**src/rtl/shift_issue_ctrl32_if.sv**
```systemverilog
// Bundle of the request handshake, shifter drive/return lines and result
// handshake of the shift issue controller. The slave modport is the
// controller's view; the master modport is the view of whatever surrounds it
// (request source, gate-level shifters and writeback consumer).
interface shift_issue_ctrl32_if;
  logic        Req_Valid;
  logic        Req_Ready;
  logic [1:0]  Req_Op;
  logic [31:0] Req_A;
  logic [4:0]  Req_Shamt;
  logic [31:0] Sh_In1;
  logic [31:0] Sh_In2;
  logic        Sh_LEn;
  logic        Sh_REn;
  logic        Sh_Arith;
  logic [31:0] Sh_LOut;
  logic [31:0] Sh_ROut;
  logic        Res_Valid;
  logic        Res_Ready;
  logic [31:0] Res_Data;
  logic        Res_Err;
  logic        Busy;

  modport slave (
    input  Req_Valid, Req_Op, Req_A, Req_Shamt, Sh_LOut, Sh_ROut, Res_Ready,
    output Req_Ready, Sh_In1, Sh_In2, Sh_LEn, Sh_REn, Sh_Arith,
           Res_Valid, Res_Data, Res_Err, Busy
  );

  modport master (
    output Req_Valid, Req_Op, Req_A, Req_Shamt, Sh_LOut, Sh_ROut, Res_Ready,
    input  Req_Ready, Sh_In1, Sh_In2, Sh_LEn, Sh_REn, Sh_Arith,
           Res_Valid, Res_Data, Res_Err, Busy
  );
endinterface

```
**src/rtl/shift_issue_ctrl32.sv**
```systemverilog
// Shift issue controller: registers a shift request, holds the operands on
// the external 32-bit shifters with the proper enable for SETTLE_CYCLES
// cycles, captures the selected shifter output and holds it until the
// writeback consumer takes it. Reserved opcodes complete immediately with an
// error flag and never enable a shifter.
module shift_issue_ctrl32 #(
  parameter int SETTLE_CYCLES = 1
) (
  input logic                  Clk,
  input logic                  Rst_n,
  shift_issue_ctrl32_if.slave  bus
);

  localparam int DATA_W = 32;
  localparam logic [1:0] OP_SLL = 2'b00;
  localparam logic [1:0] OP_SRL = 2'b01;
  localparam logic [1:0] OP_SRA = 2'b10;
  localparam logic [1:0] OP_RSV = 2'b11;
  localparam logic [3:0] CNT_INIT = 4'(SETTLE_CYCLES - 1);

  // Settle window must fit the 4-bit counter and be at least one cycle.
  if (SETTLE_CYCLES < 1 || SETTLE_CYCLES > 15) begin : g_bad_settle
    $error("shift_issue_ctrl32: SETTLE_CYCLES=%0d outside 1..15", SETTLE_CYCLES);
  end

  typedef enum logic [1:0] {
    IDLE = 2'd0,
    EXEC = 2'd1,
    DONE = 2'd2
  } state_t;

  state_t            r_state;
  logic [1:0]        r_op;
  logic [3:0]        r_cnt;
  logic [DATA_W-1:0] r_in1;
  logic [DATA_W-1:0] r_in2;
  logic              r_len;
  logic              r_ren;
  logic              r_arith;
  logic [DATA_W-1:0] r_res_data;
  logic              r_res_err;

  // Issue FSM: accept in IDLE, hold shifter enables through EXEC, present the
  // captured result in DONE until the consumer takes it.
  always_ff @(posedge Clk or negedge Rst_n) begin
    if (!Rst_n) begin
      r_state    <= IDLE;
      r_op       <= OP_SLL;
      r_cnt      <= 4'd0;
      r_in1      <= '0;
      r_in2      <= '0;
      r_len      <= 1'b0;
      r_ren      <= 1'b0;
      r_arith    <= 1'b0;
      r_res_data <= '0;
      r_res_err  <= 1'b0;
    end else begin
      case (r_state)
        IDLE: begin
          if (bus.Req_Valid) begin
            r_in1 <= bus.Req_A;
            r_in2 <= {27'b0, bus.Req_Shamt};
            r_op  <= bus.Req_Op;
            r_cnt <= CNT_INIT;
            if (bus.Req_Op == OP_RSV) begin
              // Reserved op: finish at once with a zero result and the error flag.
              r_res_data <= '0;
              r_res_err  <= 1'b1;
              r_state    <= DONE;
            end else begin
              r_len   <= (bus.Req_Op == OP_SLL);
              r_ren   <= (bus.Req_Op == OP_SRL) || (bus.Req_Op == OP_SRA);
              r_arith <= (bus.Req_Op == OP_SRA);
              r_state <= EXEC;
            end
          end
        end
        EXEC: begin
          if (r_cnt != 4'd0) begin
            r_cnt <= r_cnt - 4'd1;
          end else begin
            // Settle window over: sample whichever shifter was enabled.
            r_res_data <= (r_op == OP_SLL) ? bus.Sh_LOut : bus.Sh_ROut;
            r_res_err  <= 1'b0;
            r_len      <= 1'b0;
            r_ren      <= 1'b0;
            r_arith    <= 1'b0;
            r_state    <= DONE;
          end
        end
        DONE: begin
          // New requests wait for IDLE even if one is offered while the result drains.
          if (bus.Res_Ready) begin
            r_state <= IDLE;
          end
        end
        default: begin
          r_state <= IDLE;
        end
      endcase
    end
  end

  assign bus.Req_Ready = (r_state == IDLE);
  assign bus.Res_Valid = (r_state == DONE);
  assign bus.Busy      = (r_state != IDLE);
  assign bus.Sh_In1    = r_in1;
  assign bus.Sh_In2    = r_in2;
  assign bus.Sh_LEn    = r_len;
  assign bus.Sh_REn    = r_ren;
  assign bus.Sh_Arith  = r_arith;
  assign bus.Res_Data  = r_res_data;
  assign bus.Res_Err   = r_res_err;

endmodule
```
**src/flat_wrapper.sv**
```systemverilog
// flat-port wrapper written by rule: the top's interface ports become plain ports
module shift_issue_ctrl32_flat 
#(
  parameter int SETTLE_CYCLES = 1
)
  (Clk, Rst_n, bus_Req_Valid, bus_Req_Op, bus_Req_A, bus_Req_Shamt, bus_Sh_LOut, bus_Sh_ROut, bus_Res_Ready, bus_Req_Ready, bus_Sh_In1, bus_Sh_In2, bus_Sh_LEn, bus_Sh_REn, bus_Sh_Arith, bus_Res_Valid, bus_Res_Data, bus_Res_Err, bus_Busy);
  shift_issue_ctrl32_if bus_i ();
  input logic Clk;
  input logic Rst_n;
  input wire logic [$bits(bus_i.Req_Valid)-1:0] bus_Req_Valid;
  input wire logic [$bits(bus_i.Req_Op)-1:0] bus_Req_Op;
  input wire logic [$bits(bus_i.Req_A)-1:0] bus_Req_A;
  input wire logic [$bits(bus_i.Req_Shamt)-1:0] bus_Req_Shamt;
  input wire logic [$bits(bus_i.Sh_LOut)-1:0] bus_Sh_LOut;
  input wire logic [$bits(bus_i.Sh_ROut)-1:0] bus_Sh_ROut;
  input wire logic [$bits(bus_i.Res_Ready)-1:0] bus_Res_Ready;
  output wire logic [$bits(bus_i.Req_Ready)-1:0] bus_Req_Ready;
  output wire logic [$bits(bus_i.Sh_In1)-1:0] bus_Sh_In1;
  output wire logic [$bits(bus_i.Sh_In2)-1:0] bus_Sh_In2;
  output wire logic [$bits(bus_i.Sh_LEn)-1:0] bus_Sh_LEn;
  output wire logic [$bits(bus_i.Sh_REn)-1:0] bus_Sh_REn;
  output wire logic [$bits(bus_i.Sh_Arith)-1:0] bus_Sh_Arith;
  output wire logic [$bits(bus_i.Res_Valid)-1:0] bus_Res_Valid;
  output wire logic [$bits(bus_i.Res_Data)-1:0] bus_Res_Data;
  output wire logic [$bits(bus_i.Res_Err)-1:0] bus_Res_Err;
  output wire logic [$bits(bus_i.Busy)-1:0] bus_Busy;
  assign bus_i.Req_Valid = bus_Req_Valid;
  assign bus_i.Req_Op = bus_Req_Op;
  assign bus_i.Req_A = bus_Req_A;
  assign bus_i.Req_Shamt = bus_Req_Shamt;
  assign bus_i.Sh_LOut = bus_Sh_LOut;
  assign bus_i.Sh_ROut = bus_Sh_ROut;
  assign bus_i.Res_Ready = bus_Res_Ready;
  assign bus_Req_Ready = bus_i.Req_Ready;
  assign bus_Sh_In1 = bus_i.Sh_In1;
  assign bus_Sh_In2 = bus_i.Sh_In2;
  assign bus_Sh_LEn = bus_i.Sh_LEn;
  assign bus_Sh_REn = bus_i.Sh_REn;
  assign bus_Sh_Arith = bus_i.Sh_Arith;
  assign bus_Res_Valid = bus_i.Res_Valid;
  assign bus_Res_Data = bus_i.Res_Data;
  assign bus_Res_Err = bus_i.Res_Err;
  assign bus_Busy = bus_i.Busy;
  shift_issue_ctrl32 #(.SETTLE_CYCLES(SETTLE_CYCLES)) u_core (.Clk(Clk), .Rst_n(Rst_n), .bus(bus_i));
endmodule
```
**config.mk**
```make
export PLATFORM = sky130hd
export DESIGN_NAME = shift_issue_ctrl32_flat
export DESIGN_NICKNAME = d
export VERILOG_FILES = /design/src/rtl/shift_issue_ctrl32_if.sv /design/src/rtl/shift_issue_ctrl32.sv /design/src/flat_wrapper.sv
export SDC_FILE = /design/constraint.sdc
export NUM_CORES = 1
export LEC_CHECK = 0
export BUFFER_PORTS_ARGS = -buffer_cell sky130_fd_sc_hd__clkbuf_2
export CAP_MARGIN = 25
export CORE_MARGIN = 3
export CORE_UTILIZATION = 48
export CTS_CLUSTER_DIAMETER = 200
export DETAILED_ROUTE_END_ITERATION = 10
export GPL_TIMING_DRIVEN = 0
export PLACE_DENSITY = 0.9
export RECOVER_POWER = 50
export SYNTH_ARGS = -nofsm -noshare
export SYNTH_HDL_FRONTEND = slang
export SYNTH_SLANG_ARGS = --single-unit
```
**constraint.sdc**
```tcl
create_clock -name Clk -period 1.8 [get_ports Clk]
set_input_delay 0 -clock Clk [delete_from_list [all_inputs] [get_ports Clk]]
set_output_delay 0 -clock Clk [all_outputs]
set_load 0.02 [all_outputs]
```
==> impl_metrics.env, run 1 <==
export IMPL_status="complete, no violations"
export IMPL_wl_per_cell_microns=16.5
export IMPL_hold_viol=0
export IMPL_post_dp_cell_area_sq_mm=0.00582
export IMPL_synth_area_leaders="dfrtp_1, nand2_1, o211ai_2, a211o_1, or3b_1"
export IMPL_worst_slew_pin_slew_ps=814
export IMPL_routed_wl_mm=14.9
export IMPL_reg2reg_depth=7
export IMPL_ys_ff_latch=81
export IMPL_crit_type="flop to flop"
export IMPL_worstPathRequired_ps=2030
export IMPL_netlist_instances=510
export IMPL_core_area_sq_mm=0.00928
export IMPL_p_leak_nw=3.25
export IMPL_clkLatencyLatePin_ps=350
export IMPL_cts_reportedPaths_clkPinSlew_ps=90
export IMPL_reg2reg_from="u_core.r_cnt[0]$_DFFE_PN0P_"
export IMPL_final_core_util_pct=69.0
export IMPL_die_h_microns=104
export IMPL_swShare_pct=50.4
export IMPL_cap_violations=0
export IMPL_finalNonFillerCells=906
export IMPL_rrSetupSlack_ps=70
export IMPL_netlist_area_leader_share_pct=43.9
export IMPL_ios=210
export IMPL_cts_buffer_depth=2
export IMPL_dr_pass1_iters=5
export IMPL_dpl_hpwl_mm=10.3
export IMPL_post_route_min_period_ps=1730
export IMPL_arrival_ps=1960
export IMPL_grt_pass1_vias=5002
export IMPL_dp_cells=848
export IMPL_layout_setup_ws_ps=71.7
export IMPL_seq_power_share_pct=31.0
export IMPL_synth_seq_area_share_pct=43.9
export IMPL_ant_nets=0
export IMPL_cts_made_buffers=9
export IMPL_power_mw=11.1
export IMPL_htreeDepth=3
export IMPL_overflow=0
export IMPL_mostFrequentLayoutCell="clkbuf_2"
export IMPL_combPwrFrac_pct=57.0
export IMPL_p_clk_share_pct=12.1
export IMPL_cp_max_fo=10
export IMPL_stdcell_area_sq_mm=0.00641
export IMPL_avgSynthCellArea_sq_um=9.06
export IMPL_io_buffer_count=182
export IMPL_nNetsFinal=884
export IMPL_p_sw_mw=5.62
export IMPL_synth_cell_types=31
export IMPL_power_density_mw_per_mm2=1740
export IMPL_synth_top_area_cell="dfrtp_1"
export IMPL_grtUsageTotal_pct=28.0
export IMPL_final_cell_mix="clkbuf_2, nand2_1, dfrtp_1"
export IMPL_slew_headroom_pct=45.7
export IMPL_layout_drive_gt1_share_pct=33.3
export IMPL_chipWidth_microns=104
export IMPL_vdd_ir_drop_worst_v=0.000970
export IMPL_n_antenna_cell=0
export IMPL_dpl_worst_slack_ps=-31.5
export IMPL_rows=35
export IMPL_crit_path_end="u_core.bus.Res_Data[4]$_DFFE_PN0P_"
export IMPL_setup_viol=0
export IMPL_dieArea_sq_mm=0.0108
export IMPL_area_growth_pct=38.7
export IMPL_startpoint="u_core.r_cnt[0]$_DFFE_PN0P_"
export IMPL_cts_tree="done"
export IMPL_antenna_found_initial=0
export IMPL_internal_power_mw=5.52
export IMPL_cts_root_buf="clkbuf_8"
export IMPL_cts_sinks=81
export IMPL_via_per_inst=5.27
export IMPL_clock_fmax_mhz=579
export IMPL_clock_skew_ps=6.47
export IMPL_drt_iter0_drc=289
export IMPL_start_util_pct=49.8
export IMPL_hp_class="input port to flop"
export IMPL_ys_warnings_count=0
export IMPL_fin_crit_sh_pct=96.0
export IMPL_slew_viol_final=0
export IMPL_grt_pass1_wl_mm=24.8
export IMPL_gp_congestion=0.925
export IMPL_start_kind="flop"
export IMPL_syn_area_sq_mm=0.00462
export IMPL_rr_endpoint="u_core.bus.Res_Data[4]$_DFFE_PN0P_"
export IMPL_cp_end_kind="flop"
export IMPL_drc=0
export IMPL_vias=4772
export IMPL_nFillCells=713
export IMPL_grt_max_degree=54
[metal layers]
| layer | global-route usage, % | routed length [microns] | vias up |
|---|---|---|---|
| li1 | - | - | 2235 |
| met1 | 34.4 | 6070 | 2222 |
| met2 | 47.4 | 7140 | 289 |
| met3 | 8.44 | 1480 | 26 |
| met4 | 9.12 | 256 | 0 |
| met5 | 0 | 0 | - |
[synth_stat cells, drive strengths merged]
cell	instances
nand2	148
dfrtp	81
buf	50
o21ai	36
nand3	35
or3b	34
a211o	32
o211ai	32
clkbuf	24
inv	6
ha	5
nor2b	5
o2bb2ai	4
a22oi	3
a21oi	2
mux2i	2
nor2	2
nor3	2
nor3b	2
a211oi	1
a31oi	1
conb	1
nand2b	1
o32ai	1
[area by class of cell]
class | instances | area, sq um | area share [%]
Clock buffer | 10 | 128 | 1.99
Tap cell | 129 | 161 | 2.52
Buffer | 73 | 445 | 6.95
Timing Repair Buffer | 226 | 1320 | 20.6
Inverter | 6 | 22.5 | 0.351
Clock inverter | 6 | 67.6 | 1.05
Sequential cell | 81 | 2030 | 31.6
Multi-Input combinational cell | 375 | 2240 | 34.9
[power groups by stage]
| stage | clock network, mW | registers (mW) | logic, mW |
|---|---|---|---|
| 2_1_floorplan | 0 | 4.30 | 3.31 |
| 3_3_place_gp | 0 | 3.37 | 6.00 |
| 6_report | 1.34 | 3.45 | 6.35 |
| 3_5_place_dp | 0 | 3.42 | 6.27 |
| 5_1_grt | 1.45 | 3.56 | 6.92 |
| 4_1_cts | 1.37 | 3.41 | 6.34 |
[flip-flops by register name (all words and copies together), names as in the netlist]
| name | flops |
|---|---|
| u_core.bus.Res_Err | 1 |
| u_core.bus.Sh_In2 | 5 |
| u_core.bus.Sh_In1 | 32 |
| u_core.bus.Sh_REn | 1 |
| u_core.bus.Sh_Arith | 1 |
| u_core.r_state | 2 |
| u_core.bus.Res_Data | 32 |
| u_core.r_op | 2 |
| u_core.r_cnt | 4 |
| u_core.bus.Sh_LEn | 1 |
[worst min-delay path by stage]
| stage | from | end | slack (ps) | depth (start not counted) |
|---|---|---|---|---|
| floorplan | Rst_n | u_core.bus.Res_Data[0]$_DFFE_PN0P_ | -300 | 0 |
| global route | bus_Sh_ROut[1] | u_core.bus.Res_Data[1]$_DFFE_PN0P_ | 30 | 4 |
| finish | bus_Sh_ROut[25] | u_core.bus.Res_Data[25]$_DFFE_PN0P_ | 30 | 4 |
| detailed placement | Rst_n | u_core.bus.Res_Data[20]$_DFFE_PN0P_ | -5 | 1 |
| CTS | bus_Sh_ROut[7] | u_core.bus.Res_Data[7]$_DFFE_PN0P_ | 20 | 4 |
| global placement | bus_Req_A[18] | u_core.bus.Sh_In1[18]$_DFFE_PN0P_ | 190 | 3 |
[worst max-delay path, cell delays in order, from the launching register on]
cell,delay [ps]
dfrtp_1,400
inv_2,90
ha_1,160
or3b_4,410
buf_6,160
buf_6,150
o211ai_2,150
nand3_1,100
[through the flow]
stage	TNS (ps)	hold WS, ps
floorplan	0	-296
global placement	-5030	189
detailed placement	-93.4	-4.78
CTS	0	15.1
global route	-17.3	31.9
finish	0	30.3
[cell families after synthesis]
logic type               after synthesis  synth area share [%]
AND/OR/NAND/NOR                      229                  24.0
AO/OA/AOI/OAI                        112                  20.2
flip-flops                            81                  43.9
buffers and inverters                 80                  10.0
adder cells (fa/ha/maj)                5                  1.35
multiplexers                           2                 0.433
other                                  1                0.0811
[repair_timing]
item	4_1_cts	5_1_grt
hold buffers	42	0
buffers inserted	0	1
setup endpoints to repair	21	44
gates resized for setup	1	15
hold endpoints to repair	69	0
(Power assumes the default switching activity.)
==> run 2, diff against run 1 <==
==> constraint.sdc (replaced) <==
create_clock -name Clk -period 1.8 [get_ports Clk]
set_input_delay 0.36 -clock Clk [delete_from_list [all_inputs] [get_ports Clk]]
set_output_delay 0.36 -clock Clk [all_outputs]
set_load 0.02 [all_outputs]
==> impl_metrics.env, run 2 (synthesis results as in run 1) <==
export IMPL_stdcell_area_sq_mm=0.00598
export IMPL_dpl_hpwl_mm=10.3
export IMPL_final_cell_mix="clkbuf_2, nand2_1, dfrtp_1"
export IMPL_final_core_util_pct=64.5
export IMPL_ant_nets=0
export IMPL_reg2reg_from="u_core.r_cnt[0]$_DFFE_PN0P_"
export IMPL_dieArea_sq_mm=0.0108
export IMPL_die_h_microns=104
export IMPL_reg2reg_depth=7
export IMPL_layout_drive_gt1_share_pct=35.3
export IMPL_power_density_mw_per_mm2=1830
export IMPL_mostFrequentLayoutCell="clkbuf_2"
export IMPL_worst_slew_pin_slew_ps=742
export IMPL_hp_class="input port to flop"
export IMPL_vdd_ir_drop_worst_v=0.000982
export IMPL_grt_pass1_vias=4609
export IMPL_cap_violations=0
export IMPL_rr_endpoint="u_core.bus.Res_Data[4]$_DFFE_PN0P_"
export IMPL_start_util_pct=49.8
export IMPL_nFillCells=797
export IMPL_crit_path_end="u_core.bus.Res_Data[4]$_DFFE_PN0P_"
export IMPL_wl_per_cell_microns=15.6
export IMPL_grt_max_degree=54
export IMPL_clkLatencyLatePin_ps=340
export IMPL_cts_reportedPaths_clkPinSlew_ps=90
export IMPL_via_per_inst=5.16
export IMPL_gp_congestion=0.925
export IMPL_rrSetupSlack_ps=70
export IMPL_cts_sinks=81
export IMPL_post_route_min_period_ps=1730
export IMPL_antenna_found_initial=0
export IMPL_drt_iter0_drc=285
export IMPL_ios=210
export IMPL_cp_max_fo=10
export IMPL_htreeDepth=3
export IMPL_cts_buffer_depth=2
export IMPL_slowest_stage="or3b_4"
export IMPL_overflow=0
export IMPL_crit_top_cell="buf_6"
export IMPL_vias=4465
export IMPL_routed_wl_mm=13.5
export IMPL_slew_headroom_pct=50.5
export IMPL_tns_ps=0
export IMPL_fin_crit_sh_pct=96.2
export IMPL_cp_end_kind="flop"
export IMPL_grtUsageTotal_pct=25.3
export IMPL_worstPathRequired_ps=2030
export IMPL_critPathBufInv=3
export IMPL_setup_viol=0
export IMPL_area_growth_pct=29.5
export IMPL_startpoint="u_core.r_cnt[0]$_DFFE_PN0P_"
export IMPL_cts_made_buffers=9
export IMPL_power_mw=11.0
export IMPL_whs_path_depth=3
export IMPL_grt_pass1_wl_mm=22.5
export IMPL_hold_viol=0
export IMPL_cts_tree="done"
export IMPL_start_kind="flop"
export IMPL_clock_fmax_mhz=578
export IMPL_post_dp_cell_area_sq_mm=0.00582
export IMPL_core_area_sq_mm=0.00928
export IMPL_arrival_ps=1960
export IMPL_rows=35
export IMPL_dr_pass1_iters=4
export IMPL_cp_cell_sequence="inv_2, ha_1, or3b_4, buf_6, buf_6, o211ai_2, nand3_1"
export IMPL_cpPeakStageDelay_ps=410
export IMPL_chipWidth_microns=104
export IMPL_crit_type="flop to flop"
export IMPL_cts_root_buf="clkbuf_8"
export IMPL_drc=0
export IMPL_nNetsFinal=843
export IMPL_io_buffer_count=182
export IMPL_worst_path_stages=7
export IMPL_crit_family="simple AND/OR/NAND/NOR gates"
export IMPL_status="complete, no violations"
export IMPL_clock_skew_ps=6.79
export IMPL_n_antenna_cell=0
export IMPL_p_leak_nw=3.07
export IMPL_slew_viol_final=0
==> run 2: cell count changes in the layout (fill, tap and decap cells not counted) <==
cell	change
nor2_1	-1
buf_6	+1
buf_16	-1
dlygate4sd3_1	-41
nor2_2	+1
==> run 2: worst min-delay path by stage <==
stage	startpoint	end	slack [ps]
after floorplan	Rst_n	u_core.bus.Res_Data[0]$_DFFE_PN0P_	60
after global placement	u_core.bus.Sh_In1[31]$_DFFE_PN0P_	u_core.bus.Sh_In1[31]$_DFFE_PN0P_	460
after detailed placement	Rst_n	u_core.bus.Res_Data[20]$_DFFE_PN0P_	360
after CTS	bus_Req_A[11]	u_core.bus.Sh_In1[11]$_DFFE_PN0P_	180
after global routing	bus_Req_A[11]	u_core.bus.Sh_In1[11]$_DFFE_PN0P_	180
final	bus_Req_A[28]	u_core.bus.Sh_In1[28]$_DFFE_PN0P_	200
==> run 2: cell type report <==
| class | instances | area [sq um] | share of cell area (%) |
|---|---|---|---|
| Timing Repair Buffer | 185 | 896 | 15.0 |
| Sequential cell | 81 | 2030 | 33.9 |
| Tap cell | 129 | 161 | 2.70 |
| Inverter | 6 | 22.5 | 0.376 |
| Multi-Input combinational cell | 375 | 2240 | 37.4 |
| Clock inverter | 6 | 67.6 | 1.13 |
| Clock buffer | 10 | 128 | 2.13 |
| Buffer | 73 | 444 | 7.42 |
==> run 2: worst min-delay path: stages <==
cell	delay, ps
clkbuf_2	70
nand2_1	40
nand2_1	40
==> run 2: metrics by stage <==
stage	instances	hold WS, ps	worst slack (ps)
6_report	865	201	69.0
5_1_grt	865	177	-9.88
4_1_cts	865	182	2.40
3_5_place_dp	848	355	-295
3_3_place_gp	847	459	-429
2_1_floorplan	536	64.4	152
==> run 2: per-layer routing <==
layer | vias up | global-route usage, % | wire [microns]
met5 | - | 0 | 0
met4 | 0 | 7.03 | 142
met3 | 12 | 7.45 | 1270
met2 | 237 | 42.9 | 6380
met1 | 2062 | 31.6 | 5670
li1 | 2154 | - | -
==> run 2: timing repair <==
action                     in CTS  in global routing
hold buffers                    1                  0
setup endpoints to repair      23                 39
buffers inserted                0                  1
cloned                          0                  0
hold endpoints to repair       28                  0
gates resized for setup         2                 13
==> run 2: power by group <==
part / internal (mW) / leakage (nW) / switching (mW)
clock network: 0.647 / 0.0929 / 0.682
registers: 2.72 / 0.994 / 0.709
logic: 2.10 / 1.98 / 4.11
==> run 3, diff against run 2 <==
Settings changed: CELL_PAD_IN_SITES_DETAIL_PLACEMENT from default to 1, CELL_PAD_IN_SITES_GLOBAL_PLACEMENT from default to 2, CORE_UTILIZATION 48 to 27.
==> impl_metrics.env, run 3 (synthesis results as in run 1) <==
export IMPL_clkLatencyLatePin_ps=340
export IMPL_p_sw_mw=5.61
export IMPL_hp_class="input port to async pin"
export IMPL_layout_setup_ws_ps=80.1
export IMPL_rsz0062_at_grt="true"
export IMPL_cp_max_fo=10
export IMPL_cap_violations=0
export IMPL_clock_fmax_mhz=581
export IMPL_internal_power_mw=6.09
export IMPL_start_kind="flop"
export IMPL_dpl_hpwl_mm=11.6
export IMPL_grtUsageTotal_pct=16.3
export IMPL_clock_skew_ps=5.43
export IMPL_die_h_microns=137
export IMPL_power_mw=11.7
export IMPL_dpl_worst_slack_ps=-378
export IMPL_start_util_pct=27.8
export IMPL_slew_headroom_pct=46.5
export IMPL_worstPathRequired_ps=2010
export IMPL_worst_hold_slack_ps=96.7
export IMPL_post_route_min_period_ps=1720
export IMPL_overflow=0
export IMPL_multi_input_comb_area_sq_mm=0.00224
export IMPL_grt_max_degree=52
export IMPL_cts_reportedPaths_clkPinSlew_ps=60
export IMPL_crit_type="flop to flop"
export IMPL_seq_power_share_pct=28.9
export IMPL_p_leak_nw=3.14
export IMPL_setup_viol=0
export IMPL_dr_pass1_iters=4
export IMPL_swShare_pct=47.9
export IMPL_finalNonFillerCells=955
export IMPL_core_area_sq_mm=0.0166
export IMPL_nFillCells=2109
export IMPL_via_per_inst=4.68
export IMPL_area_growth_pct=34.6
export IMPL_cts_buffer_depth=2
export IMPL_fin_crit_sh_pct=95.6
export IMPL_worst_slew_pin_slew_ps=803
export IMPL_cts_tree="done"
export IMPL_vias=4473
export IMPL_vdd_ir_drop_worst_v=0.000638
export IMPL_rows=47
export IMPL_cts_hold_buffers=0
export IMPL_cts_made_buffers=9
export IMPL_final_cell_mix="clkbuf_2, nand2_1, dfrtp_1"
export IMPL_drt_iter0_drc=197
export IMPL_cp_end_kind="flop"
export IMPL_hold_viol=0
export IMPL_final_core_util_pct=37.4
export IMPL_n_antenna_cell=0
export IMPL_combPwrFrac_pct=54.2
export IMPL_antenna_found_initial=0
export IMPL_grt_pass1_wl_mm=24.3
export IMPL_mostFrequentLayoutCell="clkbuf_2"
export IMPL_nNetsFinal=843
export IMPL_layout_drive_gt1_share_pct=35.6
export IMPL_cts_sinks=81
export IMPL_wl_per_cell_microns=16.1
export IMPL_register_area_sq_mm=0.00203
export IMPL_routed_wl_mm=15.4
export IMPL_p_clk_share_pct=16.9
export IMPL_status="complete, no violations"
export IMPL_cts_root_buf="clkbuf_16"
export IMPL_arrival_ps=1930
export IMPL_dp_cells=939
export IMPL_gp_congestion=0.767
export IMPL_chipWidth_microns=137
export IMPL_drc=0
export IMPL_io_buffer_count=182
export IMPL_ant_nets=0
export IMPL_slew_viol_final=0
export IMPL_ios=210
export IMPL_dieArea_sq_mm=0.0187
export IMPL_grt_pass1_vias=4611
export IMPL_power_density_mw_per_mm2=1880
export IMPL_htreeDepth=3
[run 3: cell types whose count changed in the layout (fill, tap and decap cells not counted), moves of 2 or more]
cell | previous run | this run
clkbuf_8 | 9 | 1
clkinvlp_4 | 2 | 0
clkbuf_2 | 152 | 155
clkbuf_16 | 0 | 9
buf_6 | 6 | 4
clkbuf_1 | 54 | 52
[run 3: what timing repair did]
| item | in CTS | in global routing |
|---|---|---|
| gates cloned | 0 | 0 |
| endpoints found under the setup margin | 32 | 54 |
| setup buffers | 0 | 2 |
| gates resized for setup | 3 | 15 |
[run 3: worst max-delay path: stages, from the launching register on]
cell	delay, ps
dfrtp_1	380
inv_2	80
ha_2	170
or3b_4	410
buf_8	160
buf_6	160
o211ai_2	150
nand3_1	90
[run 3: worst paths after layout]
check	startpoint	end	slack (ps)	cells past startpoint
setup / recovery	u_core.r_cnt[0]$_DFFE_PN0P_	u_core.bus.Res_Data[15]$_DFFE_PN0P_	80	7
hold / removal	Rst_n	u_core.bus.Res_Data[19]$_DFFE_PN0P_	100	1
setup reg to reg	u_core.r_cnt[0]$_DFFE_PN0P_	u_core.bus.Res_Data[15]$_DFFE_PN0P_	80	7
hold reg to reg	u_core.bus.Sh_In1[17]$_DFFE_PN0P_	u_core.bus.Sh_In1[17]$_DFFE_PN0P_	470	2
max in group asynchronous	Rst_n	u_core.bus.Res_Data[10]$_DFFE_PN0P_	380	2
min in group Clk	bus_Req_A[30]	u_core.bus.Sh_In1[30]$_DFFE_PN0P_	210	3
[run 3: cell type report]
type | instances | share of cell area, %
Buffer | 73 | 7.22
Clock buffer | 12 | 3.96
Clock inverter | 3 | 1.05
Inverter | 6 | 0.362
Multi-Input combinational cell | 375 | 36.0
Sequential cell | 81 | 32.6
Tap cell | 220 | 4.43
Timing Repair Buffer | 185 | 14.3
[run 3: power groups by stage]
stage                     Combinational [mW]  Clock, mW  Sequential [mW]
final                                   6.34       1.98             3.38
after global routing                    7.01       2.13             3.52
after CTS                               6.47       2.07             3.40
after detailed placement                6.46          0             3.41
after global placement                  6.32          0             3.37
after floorplan                         3.31          0             4.30
[run 3: metrics by stage]
stage	setup TNS [ps]	area (sq um)
floorplan	0	4720
global placement	-61670	5910
detailed placement	-9650	5940
CTS	0	6250
global route	-72.3	6220
finish	0	6220
[run 3: routing by layer]
metal / global-route usage (%) / wire length [microns] / up-vias
li1: - / - / 2153
met1: 21.2 / 6940 / 2128
met2: 26.3 / 6960 / 181
met3: 5.26 / 1370 / 11
met4: 4.32 / 125 / 0
met5: 0 / 0 / -
